===== src/rtl/rf_scoreboard_pkg.sv =====
// Shared types and constants for the register-file scoreboard.
// Data width, register count and write-enable polarity live here.
package rf_scoreboard_pkg;
   localparam int DATA_W = 16;
   localparam int NREG = 8;
   localparam int REG_W = 3;
   localparam logic ENABLE_ = 1'b0;
   localparam logic DISABLE_ = 1'b1;

   typedef logic [DATA_W-1:0] data_t;
   typedef logic [REG_W-1:0] reg_t;

   typedef struct packed {
      logic stall;
      data_t val;
   } opnd_t;
endpackage


===== src/rtl/rf_scoreboard_counter.sv =====
// sb_counter: one saturating up/down pending counter.
// Never underflows below zero and never wraps past full.
module sb_counter #(
   parameter int CNT_W = 2
) (
   input logic clk,
   input logic rst_,
   input logic inc,
   input logic dec,
   input logic dec2,
   output logic zero,
   output logic one,
   output logic full
);
   localparam logic [CNT_W-1:0] MAX = '1;

   logic [CNT_W-1:0] cnt;
   logic [CNT_W-1:0] nxt;
   logic [CNT_W:0] up;
   logic [CNT_W:0] dn;

   always_comb begin
      up = {1'b0, cnt} + {{CNT_W{1'b0}}, inc};
      dn = '0;
      if (dec2) dn = (CNT_W+1)'(2);
      else if (dec) dn = (CNT_W+1)'(1);
      nxt = cnt;
      if (up <= dn) nxt = '0;
      else if ((up - dn) > {1'b0, MAX}) nxt = MAX;
      else nxt = CNT_W'(up - dn);
   end

   always_ff @(posedge clk or negedge rst_) begin
      if (!rst_) cnt <= '0;
      else cnt <= nxt;
   end

   assign zero = (cnt == '0);
   assign one = (cnt == CNT_W'(1));
   assign full = (cnt == MAX);
endmodule


===== src/rtl/rf_scoreboard.sv =====
// Register-file write-side and hazard controller: pending tracking,
// writeback register, operand forwarding and decode stall.
module rf_scoreboard
   import rf_scoreboard_pkg::*;
#(
   parameter int CNT_W = 2
) (
   input logic clk,
   input logic rst_,
   input logic issue_valid,
   input logic [REG_W-1:0] issue_dst,
   input logic [REG_W-1:0] srcA,
   input logic [REG_W-1:0] srcB,
   input logic [DATA_W-1:0] rf_valA,
   input logic [DATA_W-1:0] rf_valB,
   output logic [DATA_W-1:0] opA,
   output logic [DATA_W-1:0] opB,
   output logic stall,
   input logic ex_valid,
   input logic [REG_W-1:0] ex_dst,
   input logic [DATA_W-1:0] ex_val,
   input logic mem_valid,
   input logic [REG_W-1:0] mem_dst,
   input logic [DATA_W-1:0] mem_val,
   output logic [REG_W-1:0] wb_dstE,
   output logic [REG_W-1:0] wb_dstM,
   output logic [DATA_W-1:0] wb_valE,
   output logic [DATA_W-1:0] wb_valM,
   output logic wb_we_
);
   logic [NREG-1:0] zero;
   logic [NREG-1:0] one;
   logic [NREG-1:0] full;
   logic take;
   reg_t src [2];
   data_t rfv [2];
   opnd_t res [2];

   // R0 is never tracked; clear flags keep the decoder one-hot
   assign zero[0] = 1'b0;
   assign one[0] = 1'b0;
   assign full[0] = 1'b0;

   assign take = issue_valid && !stall;

   for (genvar r = 1; r < NREG; r++) begin : g_cnt
      logic ex_hit;
      logic mem_hit;
      assign ex_hit = ex_valid && (ex_dst == REG_W'(r));
      assign mem_hit = mem_valid && (mem_dst == REG_W'(r));
      sb_counter #(.CNT_W(CNT_W)) u_cnt (
         .clk(clk),
         .rst_(rst_),
         .inc(take && (issue_dst == REG_W'(r))),
         .dec(ex_hit ^ mem_hit),
         .dec2(ex_hit & mem_hit),
         .zero(zero[r]),
         .one(one[r]),
         .full(full[r])
      );
   end

   assign src[0] = srcA;
   assign src[1] = srcB;
   assign rfv[0] = rf_valA;
   assign rfv[1] = rf_valB;

   always_comb begin
      reg_t s;
      for (int i = 0; i < 2; i++) begin
         res[i] = '0;
         s = src[i];
         unique case (1'b1)
            (s == '0): res[i].val = '0;
            zero[s]: begin
               if (wb_we_ == ENABLE_ && wb_dstM == s)
                  res[i].val = wb_valM;
               else if (wb_we_ == ENABLE_ && wb_dstE == s)
                  res[i].val = wb_valE;
               else
                  res[i].val = rfv[i];
            end
            one[s]: begin
               if (mem_valid && mem_dst == s)
                  res[i].val = mem_val;
               else if (ex_valid && ex_dst == s)
                  res[i].val = ex_val;
               else
                  res[i].stall = 1'b1;
            end
            default: res[i].stall = 1'b1;
         endcase
      end
   end

   assign opA = res[0].val;
   assign opB = res[1].val;
   assign stall = res[0].stall || res[1].stall
      || (issue_valid && full[issue_dst]);

   always_ff @(posedge clk or negedge rst_) begin
      if (!rst_) begin
         wb_dstE <= '0;
         wb_dstM <= '0;
         wb_valE <= '0;
         wb_valM <= '0;
         wb_we_ <= DISABLE_;
      end else begin
         wb_dstE <= ex_valid ? ex_dst : '0;
         wb_valE <= ex_val;
         wb_dstM <= mem_valid ? mem_dst : '0;
         wb_valM <= mem_val;
         wb_we_ <= (ex_valid || mem_valid) ? ENABLE_ : DISABLE_;
      end
   end
endmodule

===== config.mk =====
export PLATFORM = sky130hd
export DESIGN_NAME = rf_scoreboard
export DESIGN_NICKNAME = d
export VERILOG_FILES = /design/src/rtl/rf_scoreboard_pkg.sv /design/src/rtl/rf_scoreboard_counter.sv /design/src/rtl/rf_scoreboard.sv
export SDC_FILE = /design/constraint.sdc
export NUM_CORES = 1
export LEC_CHECK = 0
export ABC_AREA = 0
export BUFFER_PORTS_ARGS = -buffer_cell sky130_fd_sc_hd__buf_2
export CAP_MARGIN = 20
export CORE_MARGIN = 10
export CORE_UTILIZATION = 53
export DETAILED_ROUTE_END_ITERATION = 6
export GPL_ROUTABILITY_DRIVEN = 0
export PLACE_DENSITY = 0.82
export SYNTH_ARGS = -nofsm -noshare
export SYNTH_HDL_FRONTEND = slang
export SYNTH_HIERARCHICAL = 1
export SYNTH_SLANG_ARGS = --single-unit
export TNS_END_PERCENT = 20

===== constraint.sdc =====
create_clock -name clk -period 3.7 [get_ports clk]
set_input_delay 0.74 -clock clk [delete_from_list [all_inputs] [get_ports clk]]
set_output_delay 0.74 -clock clk [all_outputs]
set_load 0.05 [all_outputs]

==> flow_summary.toml <==
[synth]
synthMuxAreaShare_pct = 22.1
synthCells = 485
synth_top_area_share_pct = 25.0
yosysSeqAreaShare_pct = 25.5
async_flop_share_pct = 100
synth_top_family_by_area = "multiplexers"
syn_avg_cell_area_sq_um = 10.7
postSynthRegisterBits = 53
synth-xor-area-share_pct = 5.17
synth-compound-area-share_pct = 13.3
yosys_warnings = 6
synth.distinct_cells = 59
synthSimpleGateAreaFrac_pct = 15.5
syn_nets = 611
syn_area_sq_um = 5210
synthAdderAreaFrac_pct = 12.1
synthTopCellsByArea = "dfrtp_1, mux2i_1, ha_1"
synth_edf_count = 0
ys_dominant_reg_cell = "dfrtp_1"
yosys.area.top_type = "dfrtp_1"

[worst_setup_path]
reg2reg_slack_ns = 0.26
slowest_stage = "and2_1"
end_kind = "output pin"
cp.required_ns = 2.96
r2r-end = "g_cnt[6].u_cnt/cnt[0]"
rr_worst_depth = 12
cp-start-kind = "primary input"
critical_path.max_fanout = 16
worst_path_most_repeated_cell = "buf_2"
crit_type = "primary input to output pin"
critPathMaxStageDelay_ns = 0.78
worst_ep_arrival_time_ns = 2.83
worstPathCellList = "buf_2, mux2_2, a22oi_1, and2_1, o22ai_1, buf_2"
crit_buf_inv = 2
cp_top_family = "simple AND/OR/NAND/NOR gates"
r2r-start = "g_cnt[6].u_cnt/cnt[1]"

[timing]
report.final.slew_viol_count = 0
setup_viol = 0
worstMarginPinSlew_ns = 0.929
max_freq_ghz = 0.280
min_period_ns = 3.57
tns_ns = 0
fin_skew_ns = 0.0108
worst_slack_ns = 0.130
fin_crit_sh_pct = 96.5
relSlewSlack_pct = 38.1
rsz0062_at_grt = "false"
hold_violations = 0

[cts]
clock_path_buffers = 2
clkTransAtPathRegs_ns = 0.10
cts_root_buffer = "clkbuf_8"
cts_sinks = 53
cts_tree = "built"
clock_latency_ns = 0.32
cts_buffers = 5
post_cts_buffers = 0
htree_levels = 2

[place]
hpwl_um = 12800
dpl_worst_slack_ns = -0.147
io_buffers = 155
dp.cells = 760
place_area_sq_um = 6060

[layout]
area_growth_pct = 18.2
nets = 760
drive_gt1_share_pct = 36.5
final_util_pct = 63.6
n_fill_cell = 760
n_antenna_cell = 0
layout_common_cells = "buf_2, mux2i_1, dfrtp_1"
final_area_sq_um = 6160
instances_no_fill = 768
final_common_cell = "buf_2"

[grt]
grt_usage_pct = 21.6
grt_pass1_vias = 4676
antenna_found_initial = 0
grt.overflow.total = 0
grt_max_degree = 29
grt_pass1_wl_um = 25400

[die]
die_h_um = 119
die-area_sq_um = 14200
ioPinCount = 156
coreArea_sq_um = 9680
die_w_um = 119
rows = 36
start_util_pct = 53.8

[detailed_routing]
num_vias = 4444
first_pass_iters = 5
postRouteAntennaNets = 0
wl_per_cell_um = 20.6
drt_iter0_drc = 292
drc = 0
viasPerCell = 5.79
routed_wl_um = 15800

[power_and_ir_drop]
peakVddDrop_mv = 0.269
leakage_uw = 0.00294
cellPowerDensity_nw_per_um2 = 474

[flow_run]
maxCapViolCount = 0

[min_path]
min_path_type = "primary input to async pin"

[run_status]
status = "finished, final reports clean"
## flip-flops by register name, summed over array words and instances (netlist names)
signal	flops
wb_valM	16
g_cnt.u_cnt/cnt	14
wb_dstE	3
wb_valE	16
wb_we_	1
wb_dstM	3
## synthesized netlist by cell type (3+ instances only)
master,count
nor4_1,7
inv_1,31
buf_6,9
a221oi_2,5
xor2_1,10
o221ai_1,5
nand2b_1,8
a211oi_1,3
dfrtp_1,52
nor2_1,18
mux2_2,14
mux2i_1,72
and2_1,13
nor2b_1,21
nand4bb_1,5
xnor2_1,17
ha_1,28
clkbuf_1,8
fa_1,14
mux2_1,22
nand3b_1,4
o22ai_2,18
buf_2,7
nor3b_1,7
nor4_4,4
nand2_1,8
o31a_1,7
o22ai_1,15
or2b_1,7
nand4_1,3
buf_4,3
## worst register-to-register path: cells and delay by family (launching register included)
family / cells / cell delay (ns)
buffers and inverters: 1 / 0.04
flip-flops: 1 / 0.45
multiplexers: 1 / 0.15
AND/OR/NAND/NOR: 3 / 0.94
AO/OA/AOI/OAI: 4 / 0.90
adder cells (fa/ha/maj): 3 / 0.85
## per-layer routing
metal | GRT usage (%) | wire length [um] | vias to the layer above
li1 | - | - | 2071
met1 | 24.3 | 6320 | 2185
met2 | 40.0 | 8060 | 172
met3 | 4.96 | 1160 | 16
met4 | 5.57 | 276 | 0
met5 | 0 | 0 | -
## cell type report
| cell class | count | area [sq um] | share of cell area [%] |
|---|---|---|---|
| clock buffer | 5 | 68.8 | 1.12 |
| inverter | 31 | 116 | 1.89 |
| multi-input combinational | 371 | 3560 | 57.8 |
| clock inverter | 3 | 17.5 | 0.285 |
| sequential | 53 | 1330 | 21.6 |
| tap | 133 | 166 | 2.70 |
| timing repair buffer | 172 | 903 | 14.7 |
## power breakdown
group	leakage, uW	internal, uW	total, uW	switching [uW]
logic	0.00225	634	1830	1200
clock network	0.0000439	131	332	201
registers	0.000645	662	755	92.7
total	0.00294	1430	2920	1490
## kinds of logic after synthesis
family / count (synthesis)
flops: 53
fa+ha+maj: 42
mux: 109
simple gates: 119
buf+inv: 61
xor+xnor: 29
compound gates: 72
## metrics by stage
step / hold slack (ns) / power [uW]
3_3_place_gp: 0.770 / 2520
3_5_place_dp: 0.797 / 2580
4_1_cts: 0.465 / 2920
2_1_floorplan: 0.444 / 2140
6_report: 0.446 / 2920
5_1_grt: 0.482 / 3100
## repair_timing
action / CTS / global route
setup endpoints to repair: 0 / 1
hold buffers: 0 / 0
gates resized for setup: 0 / 1
## worst max-delay path by stage
stage / slack (ns) / cells after the start / to / start
floorplan: 0.27 / 8 / opA[14] / srcA[0]
global placement: 0.07 / 11 / g_cnt[2].u_cnt/cnt[1] / srcA[0]
detailed placement: -0.15 / 11 / g_cnt[2].u_cnt/cnt[1] / srcA[0]
CTS: 0.11 / 6 / opB[2] / srcB[2]
global route: 0.004 / 6 / opB[2] / srcB[2]
finish: 0.13 / 6 / opB[2] / srcB[2]
Power figures use the tool's default switching activity.
